==> config.mk <==
export PLATFORM = sky130hd
export DESIGN_NAME = bloque_generador_flat
export DESIGN_NICKNAME = d
export VERILOG_FILES = /design/src/rtl/bloque_generador_pkg.sv /design/src/rtl/bloque_generador_if.sv /design/src/rtl/bloque_generador_nonce_contador.sv /design/src/rtl/bloque_generador.sv /design/src/flat_wrapper.sv
export SDC_FILE = /design/constraint.sdc
export NUM_CORES = 1
export LEC_CHECK = 0
export ABC_AREA = 1
export ABC_CLOCK_PERIOD_IN_PS = 2900
export BUFFER_PORTS_ARGS = -buffer_cell sky130_fd_sc_hd__clkbuf_2
export CAP_MARGIN = 20
export CORE_MARGIN = 2
export CORE_UTILIZATION = 47
export DETAILED_ROUTE_END_ITERATION = 16
export PLACE_DENSITY = 0.77
export SETUP_SLACK_MARGIN = 0.15
export SLEW_MARGIN = 40
export SYNTH_ARGS = -nofsm -noshare
export SYNTH_HDL_FRONTEND = slang
export SYNTH_HIERARCHICAL = 1
export SYNTH_SLANG_ARGS = --single-unit
==> constraint.sdc <==
create_clock -name clk -period 2.9 [get_ports clk]
set_input_delay 0 -clock clk [delete_from_list [all_inputs] [get_ports clk]]
set_output_delay 0 -clock clk [all_outputs]
set_load 0.02 [all_outputs]
==> src/rtl/bloque_generador_pkg.sv <==
// Shared types and default sizing for the block generator.
// The optional statistics counter is enabled with BLOQUE_GEN_STATS_EN.
package bloque_gen_pkg;

  typedef enum logic [1:0] {
    ST_IDLE = 2'd0,
    ST_LOAD = 2'd1,
    ST_RUN  = 2'd2,
    ST_DONE = 2'd3
  } state_t;

  localparam int          DEF_HDR_W   = 96;
  localparam int          DEF_NONCE_W = 32;
  localparam int unsigned DEF_STRIDE  = 1;

endpackage

==> src/rtl/bloque_generador_if.sv <==
// Output block stream of the generator.
// Handshake: a block transfers on a rising edge where out_valid and out_ready are both 1;
// while out_valid=1 and out_ready=0 the master holds bloque_out and out_last stable.
interface bloque_generador_if
  import bloque_gen_pkg::*;
#(
  parameter int HDR_W   = DEF_HDR_W,
  parameter int NONCE_W = DEF_NONCE_W
);
  logic                     out_valid;
  logic                     out_ready;
  logic                     out_last;
  logic [HDR_W+NONCE_W-1:0] bloque_out;

  modport master (output out_valid, output bloque_out, output out_last, input out_ready);
  modport slave  (input out_valid, input bloque_out, input out_last, output out_ready);
endinterface

==> src/rtl/bloque_generador_nonce_contador.sv <==
// Nonce register with stride increment and end-of-sweep detection.
module nonce_contador #(
  parameter int          NONCE_W = 32,
  parameter int unsigned STRIDE  = 1
) (
  input  logic               clk,
  input  logic               reset,
  input  logic               i_load,
  input  logic [NONCE_W-1:0] i_nonce_start,
  input  logic [NONCE_W-1:0] i_nonce_end,
  input  logic               i_advance,
  output logic [NONCE_W-1:0] o_nonce,
  output logic               o_last
);

  localparam logic [NONCE_W:0] STRIDE_X = (NONCE_W+1)'(STRIDE);

  logic [NONCE_W-1:0] r_nonce;
  logic [NONCE_W-1:0] r_end;
  logic [NONCE_W:0]   w_diff;

  always_ff @(posedge clk or posedge reset) begin
    if (reset) begin
      r_nonce <= '0;
      r_end   <= '0;
    end else if (i_load) begin
      r_nonce <= i_nonce_start;
      r_end   <= i_nonce_end;
    end else if (i_advance) begin
      r_nonce <= r_nonce + STRIDE_X[NONCE_W-1:0];
    end
  end

  // A borrow out of the extended subtraction means the nonce is already past the end
  // (empty range), which also has to be treated as the final block.
  assign w_diff  = {1'b0, r_end} - {1'b0, r_nonce};
  assign o_last  = w_diff[NONCE_W] | (w_diff < STRIDE_X);
  assign o_nonce = r_nonce;

endmodule

==> src/rtl/bloque_generador.sv <==
// Emits {header, nonce} blocks over a nonce sweep, with abort and backpressure.
// Optional handshake counter output blocks_sent when BLOQUE_GEN_STATS_EN is defined.
module bloque_generador
  import bloque_gen_pkg::*;
#(
  parameter int          HDR_W   = DEF_HDR_W,
  parameter int          NONCE_W = DEF_NONCE_W,
  parameter int unsigned STRIDE  = DEF_STRIDE
) (
  input  logic               clk,
  input  logic               reset,
  input  logic               start,
  input  logic [HDR_W-1:0]   header,
  input  logic [NONCE_W-1:0] nonce_start,
  input  logic [NONCE_W-1:0] nonce_end,
  input  logic               stop,
  bloque_generador_if.master out_if,
  output logic               busy,
  output logic               done,
  output state_t             dbg_state
`ifdef BLOQUE_GEN_STATS_EN
  ,
  output logic [31:0]        blocks_sent
`endif
);

  state_t             r_state;
  state_t             w_state_nxt;
  logic [HDR_W-1:0]   r_header;
  logic               w_accept;
  logic               w_valid;
  logic               w_hs;
  logic               w_last;
  logic               w_advance;
  logic [NONCE_W-1:0] w_nonce;

  assign w_accept  = (r_state == ST_IDLE) && start;
  assign w_valid   = (r_state == ST_RUN);
  assign w_hs      = w_valid && out_if.out_ready;
  assign w_advance = w_hs && !w_last;

  nonce_contador #(
    .NONCE_W (NONCE_W),
    .STRIDE  (STRIDE)
  ) u_nonce_contador (
    .clk           (clk),
    .reset         (reset),
    .i_load        (w_accept),
    .i_nonce_start (nonce_start),
    .i_nonce_end   (nonce_end),
    .i_advance     (w_advance),
    .o_nonce       (w_nonce),
    .o_last        (w_last)
  );

  always_ff @(posedge clk or posedge reset) begin
    if (reset) begin
      r_state  <= ST_IDLE;
      r_header <= '0;
    end else begin
      r_state <= w_state_nxt;
      if (w_accept) r_header <= header;
    end
  end

  // stop only matters in RUN; a handshake in the same cycle still delivers its block
  always_comb begin
    w_state_nxt = r_state;
    case (r_state)
      ST_IDLE: if (start) w_state_nxt = ST_LOAD;
      ST_LOAD: w_state_nxt = ST_RUN;
      ST_RUN:  if ((w_hs && w_last) || stop) w_state_nxt = ST_DONE;
      ST_DONE: w_state_nxt = ST_IDLE;
      default: w_state_nxt = ST_IDLE;
    endcase
  end

  assign out_if.out_valid  = w_valid;
  assign out_if.out_last   = w_valid && w_last;
  assign out_if.bloque_out = {r_header, w_nonce};
  assign busy              = (r_state == ST_LOAD) || (r_state == ST_RUN);
  assign done              = (r_state == ST_DONE);
  assign dbg_state         = r_state;

`ifdef BLOQUE_GEN_STATS_EN
  logic [31:0] r_blocks_sent;

  always_ff @(posedge clk or posedge reset) begin
    if (reset) begin
      r_blocks_sent <= '0;
    end else if (w_accept) begin
      r_blocks_sent <= '0;
    end else if (w_hs && (r_blocks_sent != 32'hFFFF_FFFF)) begin
      r_blocks_sent <= r_blocks_sent + 32'd1;
    end
  end

  assign blocks_sent = r_blocks_sent;
`endif

endmodule

==> src/flat_wrapper.sv <==
// flat-port wrapper written by rule: the top's interface ports become plain ports
module bloque_generador_flat import bloque_gen_pkg::*;
#(
  parameter int          HDR_W   = DEF_HDR_W,
  parameter int          NONCE_W = DEF_NONCE_W,
  parameter int unsigned STRIDE  = DEF_STRIDE
)
  (clk, reset, start, header, nonce_start, nonce_end, stop, busy, done, dbg_state, out_if_out_valid, out_if_bloque_out, out_if_out_last, out_if_out_ready);
  bloque_generador_if #(.HDR_W(HDR_W), .NONCE_W(NONCE_W)) out_if_i ();
  input  logic clk;
  input  logic reset;
  input  logic start;
  input  logic [HDR_W-1:0] header;
  input  logic [NONCE_W-1:0] nonce_start;
  input  logic [NONCE_W-1:0] nonce_end;
  input  logic stop;
  output logic busy;
  output logic done;
  output state_t dbg_state;
  output wire logic [$bits(out_if_i.out_valid)-1:0] out_if_out_valid;
  output wire logic [$bits(out_if_i.bloque_out)-1:0] out_if_bloque_out;
  output wire logic [$bits(out_if_i.out_last)-1:0] out_if_out_last;
  input wire logic [$bits(out_if_i.out_ready)-1:0] out_if_out_ready;
  assign out_if_out_valid = out_if_i.out_valid;
  assign out_if_bloque_out = out_if_i.bloque_out;
  assign out_if_out_last = out_if_i.out_last;
  assign out_if_i.out_ready = out_if_out_ready;
  bloque_generador #(.HDR_W(HDR_W), .NONCE_W(NONCE_W), .STRIDE(STRIDE)) u_core (.clk(clk), .reset(reset), .start(start), .header(header), .nonce_start(nonce_start), .nonce_end(nonce_end), .stop(stop), .out_if(out_if_i), .busy(busy), .done(done), .dbg_state(dbg_state));
endmodule
# == After elaboration in Yosys (flattened, before gate mapping) ==
# Cells that the tools add are included.
# totals
regBits,162
latchBits,0
mem_bits_rw,0
mem_bits_ro,0
input_bits,165
output_inout_bits,134
elab_cells,29
mem_count,0
# op_classes
add_sub_neg,2
mul,0
n_div,0
n_lt_le_gt_ge,1
n_eq_ne,5
shift,0
muxes,5
bitwise,1
n_reduce_logical,11
# ops
operator,count
$mux 32,2
$lt 33x1->1 const B,1
$sub 32x32->33,1
$add 32x1->32 const B,1
$pmux 2 s4,1
$logic_and 1x1->1,5
$eq 2x2->1 const B,2
$mux 2,2
$ne 2x2->1 const B,2
$eq 2x1->1 const B,1
$logic_not 2->1,1
$logic_or 1x1->1,2
$reduce_and 2->1,1
$reduce_bool 2->1,1
$logic_not 1->1,1
$or 1x1->1,1

# == Depth between registers and ports, before layout ==
# Gate-level depths: netlist (run 1).
# depth
depth_word,7
depth_mapped,26
mapped_depth_nobuf,26

# == Modules after synthesis ==
# Netlist (run 1), hierarchy kept.
# modules_own_cells
mod,n_inst,cells_each,area_each_um2,seq_area_each_um2
nonce_contador,1,1007,5995.8,1601.5
bloque_generador,1,432,3786.1,2452.4

# == Worst setup path after synthesis (run 1) ==
# No wires, ideal clock.
# synth_path
path_type,flip-flop to flip-flop
start,register u_core.u_nonce_contador.r_nonce[0] (netlist: u_core/u_nonce_contador/o_nonce[0])
end,register u_core.u_nonce_contador.r_nonce[13] (netlist: u_core/u_nonce_contador/o_nonce[13])
setup_time_ps,90
arrival_time_ps,3111
required_ps,2810
setup_slack_ps,-301
stages_incl_launch_ff,24
path_buffers,1
synth_period_minus_slack_ps,3201
cell_sequence,dfrtp_1 ha_1 inv_1 fa_1 nand3_1 nand3_1 nand2_1 nand2_1 nand2_1 nand2_1 nand2_1 nand3_1 nand2_1 nor2_1 nand2_1 nor2_1 nand4_1 nand2_1 nor2_1 inv_1 nor2_1 clkbuf_1 o21ai_0 o221ai_1
# synth_between
elab_chain_len,6
elab_cells_between_ends,9
classes_between,add/sub: 2; order compare: 1; mux: 2; bitwise: 1; reduce/logical: 3
# synth_lines
item,line_no,source
from (decl),bloque_generador_nonce_contador.sv:18,logic [NONCE_W-1:0] r_nonce;
from (signal assigned),bloque_generador_nonce_contador.sv:27,r_nonce <= i_nonce_start;
from (signal assigned),bloque_generador_nonce_contador.sv:30,r_nonce <= r_nonce + STRIDE_X[NONCE_W-1:0];
$sub 32x32->33 (*),bloque_generador_nonce_contador.sv:36,"assign w_diff = {1'b0, r_end} - {1'b0, r_nonce};"
$lt 33x1->1,bloque_generador_nonce_contador.sv:37,assign o_last = w_diff[NONCE_W] | (w_diff < STRIDE_X);
$or 1x1->1 (*),bloque_generador_nonce_contador.sv:37,
via u_core.w_last,bloque_generador.sv:33,logic w_last;
$logic_not 1->1 (*),bloque_generador.sv:40,assign w_advance = w_hs && !w_last;
$logic_and 1x1->1 (*),bloque_generador.sv:40,
via u_core.w_advance,bloque_generador.sv:34,logic w_advance;
$reduce_bool 2->1 (no line) (*),-,
# The timed path passes the listed nets; every way through them passes the cells marked *. The select of a mux whose other input is x is not followed.
# A chain may end at the register's enable or synchronous reset.

# == Worst setup path after layout (run 1) ==
# layout_path
start,register u_core.u_nonce_contador.r_end[0]
end,register u_core.u_nonce_contador.r_nonce[11] (netlist: u_core/u_nonce_contador/o_nonce[11])
# layout_between
elab_chain_len,6
# layout_lines
item,line_no,source
from (decl),bloque_generador_nonce_contador.sv:19,logic [NONCE_W-1:0] r_end;
from (signal assigned),bloque_generador_nonce_contador.sv:28,r_end <= i_nonce_end;
$sub 32x32->33 (*),bloque_generador_nonce_contador.sv:36,
$lt 33x1->1,bloque_generador_nonce_contador.sv:37,
$or 1x1->1 (*),bloque_generador_nonce_contador.sv:37,
via u_core.w_last,bloque_generador.sv:33,
$logic_not 1->1 (*),bloque_generador.sv:40,
$logic_and 1x1->1 (*),bloque_generador.sv:40,
via u_core.w_advance,bloque_generador.sv:34,
$reduce_bool 2->1 (no line) (*),-,
# The timed path passes the listed nets; every way through them passes the cells marked *.

==> results_dict.tcl, run 1 <==
set metrics [dict create \
    max_freq_ghz 0.313 \
    reg2reg_depth 23 \
    finalClockSkew_ns 0.0171 \
    period_needed_ns 3.20 \
    power_frac_seq 0.198 \
    num-nets-final 2249 \
    yosysUniqueCellTypes 42 \
    total_power_mw 21.0 \
    viasPerCell 5.22 \
    path_buf_inv 6 \
    fp.dieH_um 148 \
    path_delay_family "simple AND/OR/NAND/NOR gates" \
    final_common_cell "nand2_1" \
    status "finished, violations left" \
    post-route-period-util 1.10 \
    area_growth_pct 64.4 \
    maxSlewViolCount 0 \
    clock-sinks 162 \
    cts_max_path_buffers 2 \
    hold_viol 0 \
    cp-end-kind "flip-flop" \
    boundaryPins 299 \
    gp_congestion 0.961 \
    max_slew.worst_pin.slew_ns 0.711 \
    crit_path_top_delay_cell "dfrtp_1" \
    drtPass1Iterations 5 \
    max-cap-violations 0 \
    worst_setup_path_start_kind "flip-flop" \
    vias 12200 \
    drtAntennaViolNets 0 \
    p_clk_frac 0.109 \
    drt_iter0_markers 831 \
    final_cell_mix "nand2_1, clkbuf_2, dlygate4sd3_1" \
    cp.depth 23 \
    synth_compound_area_frac 0.0475 \
    grt_max_degree 97 \
    synthMuxAreaShare 0 \
    synth_xor_area_frac 0.0215 \
    synth_top_family_by_area "simple AND/OR/NAND/NOR gates" \
    die_w_um 148 \
    clkTransAtPathRegs_ns 0.08 \
    synth_area_um2 9780 \
    grt_pass1_vias 12500 \
    drc 0 \
    ys_seq_area_frac 0.414 \
    p_int_mw 10.4 \
    reg2reg_from "u_core/u_nonce_contador/r_end[0]" \
    finalWirelength_um 41300 \
    grt.total_usage 0.369 \
    cts_tree "done" \
    fp.coreArea_um2 20300 \
    arrival_ns 3.50 \
    required_ns 3.21 \
    switching_share 0.507 \
    critPathMaxFanout 4 \
    port_buffers 298 \
    switchingPower_mw 10.6 \
    rsz0062_at_grt "yes" \
    drive_gt1_frac 0.352 \
    placed_cell_area_um2 12600 \
    path_class "flip-flop to flip-flop" \
    htreeDepth 4 \
    ir_drop_mv 0.783 \
    syn_inst 1439 \
    setup_viol 33 \
    place_ws_ns -0.308 \
    syn_area_per_cell_um2 6.80 \
    core.rowCount 52 \
    clk-insertion-delay-late_ns 0.44 \
    fin_area_um2 16100 \
    p_leak_nw 8.94 \
    wl_per_cell_um 17.7 \
    hpwlAfterDp_um 26400 \
    instances_no_fill 2330 \
    setup_ws_ns -0.299 \
    dieArea_um2 22000 \
    grt_pass1_wl_um 63300 \
    cp_cell_sequence "inv_2 > ha_4 > inv_4 > fa_2 > nand3_2 > nand3_4 > nand2_4 > nand2_4 > buf_6 > xor2_2 > nor2_1 > nand4_1 > nor2_1 > nand4_1 > nand2_2 > nor2_4 > inv_2 > nor2_4 > buf_6 > inv_6 > o22ai_2 > a21oi_2 > o21ai_1" \
    ys_ff_latch 162 \
    ys_warn_count 6 \
    setup_tns_ns -6.65 \
    synth_adder_area_share 0.0494 \
    crit_start "u_core/u_nonce_contador/r_end[0]" \
    numCtsBuffers 17 \
    hp-class "input port to async pin" \
    synth_nets 1642 \
    synthSimpleGateAreaFrac 0.375 \
    start_util 0.482 \
    power.density_nw_per_um2 1300 \
    root_buffer "clkbuf_16" \
    violations "setup timing" \
    overflow 0 \
    comb_power_share 0.693 \
    antenna_found_initial 2 \
    slowest_delay_ns 0.38 \
    placed_cells 2107 \
    slew_headroom 0.526 \
]
## metrics by stage
step	hold WS [ns]	utilization
2_1_floorplan	0.110	-
3_3_place_gp	0.0539	0.619
3_5_place_dp	0.0630	0.620
4_1_cts	0.161	0.768
5_1_grt	0.172	0.792
6_report	0.143	0.792
## worst paths after layout
check	slack, ns	endpoint
min	0.14	u_core/u_nonce_contador/o_nonce[3]
max in group asynchronous	1.90	u_core/u_nonce_contador/o_nonce[0]
max	-0.30	u_core/u_nonce_contador/o_nonce[11]
min reg2reg	0.48	u_core/u_nonce_contador/r_end[30]
min in group clk	0.30	u_core/u_nonce_contador/r_end[2]
max reg2reg	-0.30	u_core/u_nonce_contador/o_nonce[11]
## worst min-delay path, delay by kind of cell
family,cells,cell delay (ns)
buf+inv,3,1.01
## power groups by stage
stage	clock, mW	sequential, mW	combinational [mW]
CTS	2.31	4.04	13.1
detailed placement	0	3.98	11.7
global placement	0	3.95	11.6
floorplan	0	5.05	5.98
global route	2.41	4.25	15.6
finish	2.30	4.15	14.5
## cell type report
cell class,instances,area (µm²)
Tap cell,270,338
Clock buffer,18,439
Timing Repair Buffer,623,4500
Antenna cell,1,2.50
Inverter,195,747
Sequential cell,162,4070
Fill cell,1300,4220
Clock inverter,14,161
Multi-Input combinational cell,1047,5830
## cells by family (layout without fill, tap and decap cells)
group,Yosys count,in the layout
AOI/OAI and AO/OA,73,73
xor gates and xnor gates,24,24
adders and majority gates,38,38
buffers and inverters,230,850
DFF,162,162
other,0,1
and+or+nand+nor,912,912
## sequential cells by signal (all words and copies together), names as in the netlist
register and cells:
u_core/dbg_state 2, u_core/u_nonce_contador/o_nonce 32, u_core/r_header 96, u_core/u_nonce_contador/r_end 32
## routing by layer
layer	vias up	track usage	wire length [µm]
li1	5607	-	-
met1	5695	0.412	15100
met2	658	0.654	20800
met3	191	0.0638	2520
met4	2	0.232	2850
met5	-	0	13
## Yosys cell counts
cell type,n,area share
a21o_1,1,0.00077
a21oi_1,28,0.014
a22oi_1,8,0.0061
a31oi_1,1,0.00064
and2_1,4,0.0026
and3_1,1,0.00064
buf_1,1,0.00038
buf_2,11,0.0056
buf_4,4,0.0031
buf_6,1,0.0012
clkbuf_1,18,0.0069
clkinv_1,1,0.00038
dfrtp_1,162,0.41
fa_1,1,0.0020
ha_1,37,0.047
inv_1,190,0.073
inv_2,4,0.0015
nand2_1,721,0.28
nand2_2,4,0.0026
nand2_4,2,0.0023
nand3_1,51,0.026
nand3_2,1,0.0010
nand3b_1,4,0.0031
nand4_1,13,0.0083
nand4_2,1,0.0013
nor2_1,88,0.034
nor2_2,1,0.00064
nor2_4,3,0.0035
nor3_1,11,0.0056
nor3_2,2,0.0020
nor3_4,2,0.0033
o211ai_1,9,0.0069
o21ai_0,11,0.0056
o21ai_1,3,0.0015
o21bai_1,2,0.0015
o221ai_1,7,0.0063
o22ai_1,1,0.00064
o311ai_0,1,0.00090
o31ai_4,1,0.0022
or2_2,3,0.0019
xnor2_1,5,0.0045
xor2_1,19,0.017
## repair_timing
item,in CTS,in global routing
pin swaps,43,43
setup buffers,12,13
gates resized for setup,142,113
hold buffers,164,0
endpoints found under the setup margin,35,35
gates cloned,1,0
endpoints found under the hold margin,231,0
(Power assumes the default switching activity.)
==> run 2: changes to the inputs <==
--- a/config.mk
+++ b/config.mk
@@ -13,6 +13,7 @@
 export CORE_UTILIZATION = 47
 export DETAILED_ROUTE_END_ITERATION = 16
 export PLACE_DENSITY = 0.77
+export RECOVER_POWER = 50
 export SETUP_SLACK_MARGIN = 0.15
 export SLEW_MARGIN = 40
 export SYNTH_ARGS = -nofsm -noshare
==> run 2 against run 1 <==
- the flow finishes with violations (capacitance limit, slew limit, setup timing)
- first-iteration DRC count is 0.24% higher
- routed wire length is essentially flat
- highest routed layer unchanged
- maximum frequency decreased by 0.21%
- register-to-register slack barely moved
- non-clock buffer count is the same
- clock skew barely moved
- clock-buffer cell count unchanged
- sequential cell count did not move
- final cell count stayed put
- combinational power is essentially flat
- setup slack worse by 0.0068 ns
==> results_dict.tcl, run 2 (synthesis results as in run 1) <==
set metrics [dict create \
    status "finished, violations left" \
    violations "capacitance limit, slew limit, setup timing" \
    place_ws_ns -0.308 \
    drt_iter0_markers 833 \
    maxSlewViolCount 58 \
    drtAntennaViolNets 0 \
    cts_max_path_buffers 2 \
    fp.coreArea_um2 20300 \
    setup_viol 33 \
    area_growth_pct 63.0 \
    hpwlAfterDp_um 26400 \
    fin_util 0.786 \
    critPathMaxFanout 4 \
    setup_ws_ns -0.306 \
    htreeDepth 4 \
    num-nets-final 2249 \
    finalClockSkew_ns 0.0173 \
    met2_usage 0.654 \
    die_w_um 148 \
    grt_max_degree 97 \
    viasPerCell 5.19 \
    gp_congestion 0.961 \
    power.density_nw_per_um2 1310 \
    start_util 0.482 \
    core.rowCount 52 \
    required_ns 3.20 \
    post-route-period-util 1.11 \
    max_freq_ghz 0.312 \
    slew_headroom -0.422 \
    finalWirelength_um 41300 \
    largest_reg_flops 96 \
    rsz0062_at_grt "yes" \
    drtPass1Iterations 5 \
    regMostFlops "u_core/r_header" \
    max-cap-violations 1 \
    overflow 0 \
    period_needed_ns 3.21 \
    met1_usage 0.412 \
    arrival_ns 3.51 \
    busiest_layer "met2" \
    worst_setup_path_start_kind "flip-flop" \
    clkTransAtPathRegs_ns 0.08 \
    cts_tree "done" \
    clk-insertion-delay-late_ns 0.44 \
    antenna_found_initial 2 \
    root_buffer "clkbuf_16" \
    drc 0 \
    total_power_mw 20.8 \
    grt_pass1_vias 12500 \
    fp.dieH_um 148 \
    port_buffers 298 \
    instances_no_fill 2330 \
    placed_cells 2107 \
    hold_viol 0 \
    grt.total_usage 0.369 \
    final_cell_mix "nand2_1, clkbuf_2, dlygate4sd3_1" \
    clock-sinks 162 \
    use_met3 0.0638 \
    hp-class "input port to async pin" \
    numCtsBuffers 17 \
    wl_per_cell_um 17.7 \
    path_class "flip-flop to flip-flop" \
    boundaryPins 299 \
    dieArea_um2 22000 \
    max_slew.worst_pin.slew_ns 2.13 \
    p_leak_nw 8.62 \
    final_common_cell "nand2_1" \
    ir_drop_mv 0.754 \
    grt_pass1_wl_um 63300 \
    vias 12100 \
    cp-end-kind "flip-flop" \
    drive_gt1_frac 0.302 \
]
==> run 2: cell types whose count changed in the layout (fill, tap and decap cells not counted), sizes merged <==
cell	previous run	this run
clkbuf	315	318
buf	162	159
==> run 2: per-layer routing <==
layer  up-vias  routed length [µm]  share of wire
li1       5609                   -              -
met2       631               20700           0.50
met4         2                2930          0.071
met3       195                2510          0.061
met1      5653               15100           0.37
met5         -                  13        0.00031
==> run 2: final timing paths <==
| path | slack, ns | start | cells after the start | endpoint |
|---|---|---|---|---|
| worst max-delay path | -0.31 | u_core/u_nonce_contador/r_end[0] | 23 | u_core/u_nonce_contador/o_nonce[11] |
| worst min-delay path | 0.26 | reset | 3 | u_core/u_nonce_contador/o_nonce[3] |
| worst max register to register | -0.31 | u_core/u_nonce_contador/r_end[0] | 23 | u_core/u_nonce_contador/o_nonce[11] |
| worst min register to register | 0.48 | u_core/u_nonce_contador/r_end[30] | 2 | u_core/u_nonce_contador/r_end[30] |
| max in group asynchronous | 0.71 | reset | 4 | u_core/r_header[67] |
| min in group clk | 0.29 | header[11] | 4 | u_core/r_header[11] |
==> run 2: layout make-up <==
| type | count | area [µm²] |
|---|---|---|
| clock inverters | 14 | 161 |
| repair buffers | 623 | 4370 |
| fillers | 1372 | 4350 |
| inverters | 195 | 744 |
| diodes | 1 | 2.50 |
| well taps | 270 | 338 |
| clock buffers | 18 | 439 |
| flip-flops and latches | 162 | 4070 |
| multi-input cells | 1047 | 5830 |
==> run 2: power by group <==
part	internal, mW	switching, mW	total, mW
logic	5.67	8.71	14.4
clock network	1.18	1.12	2.30
registers	3.34	0.804	4.14
total	10.2	10.6	20.8
==> run 2: repair_timing <==
item,in CTS,in global routing
hold buffers,164,0
cloned,1,0
pin swaps,43,43
setup buffers,12,13
hold endpoints to repair,231,0
endpoints found under the setup margin,35,35
gates resized for setup,142,113
==> run 2: metrics by stage <==
stage | TNS, ns | hold WS (ns) | cell area (µm²)
floorplan | 0 | 0.110 | 9870
global placement | -6.95 | 0.0539 | 12600
detailed placement | -7.22 | 0.0630 | 12600
CTS | -1.50 | 0.161 | 15600
global route | -11.02 | 0.305 | 15900
finish | -6.89 | 0.256 | 15900
==> run 2: worst max-delay path: stages (launching register included) <==
cell and delay [ns]:
dfrtp_1 0.38, inv_2 0.07, ha_4 0.13, inv_4 0.04, fa_2 0.37, nand3_2 0.10, nand3_4 0.11, nand2_4 0.09
nand2_4 0.07, buf_6 0.12, xor2_2 0.14, nor2_1 0.13, nand4_1 0.16, nor2_1 0.14, nand4_1 0.15, nand2_2 0.16
nor2_4 0.06, inv_2 0.10, nor2_4 0.06, buf_6 0.16, inv_6 0.06, o22ai_2 0.06, a21oi_2 0.12, o21ai_1 0.08
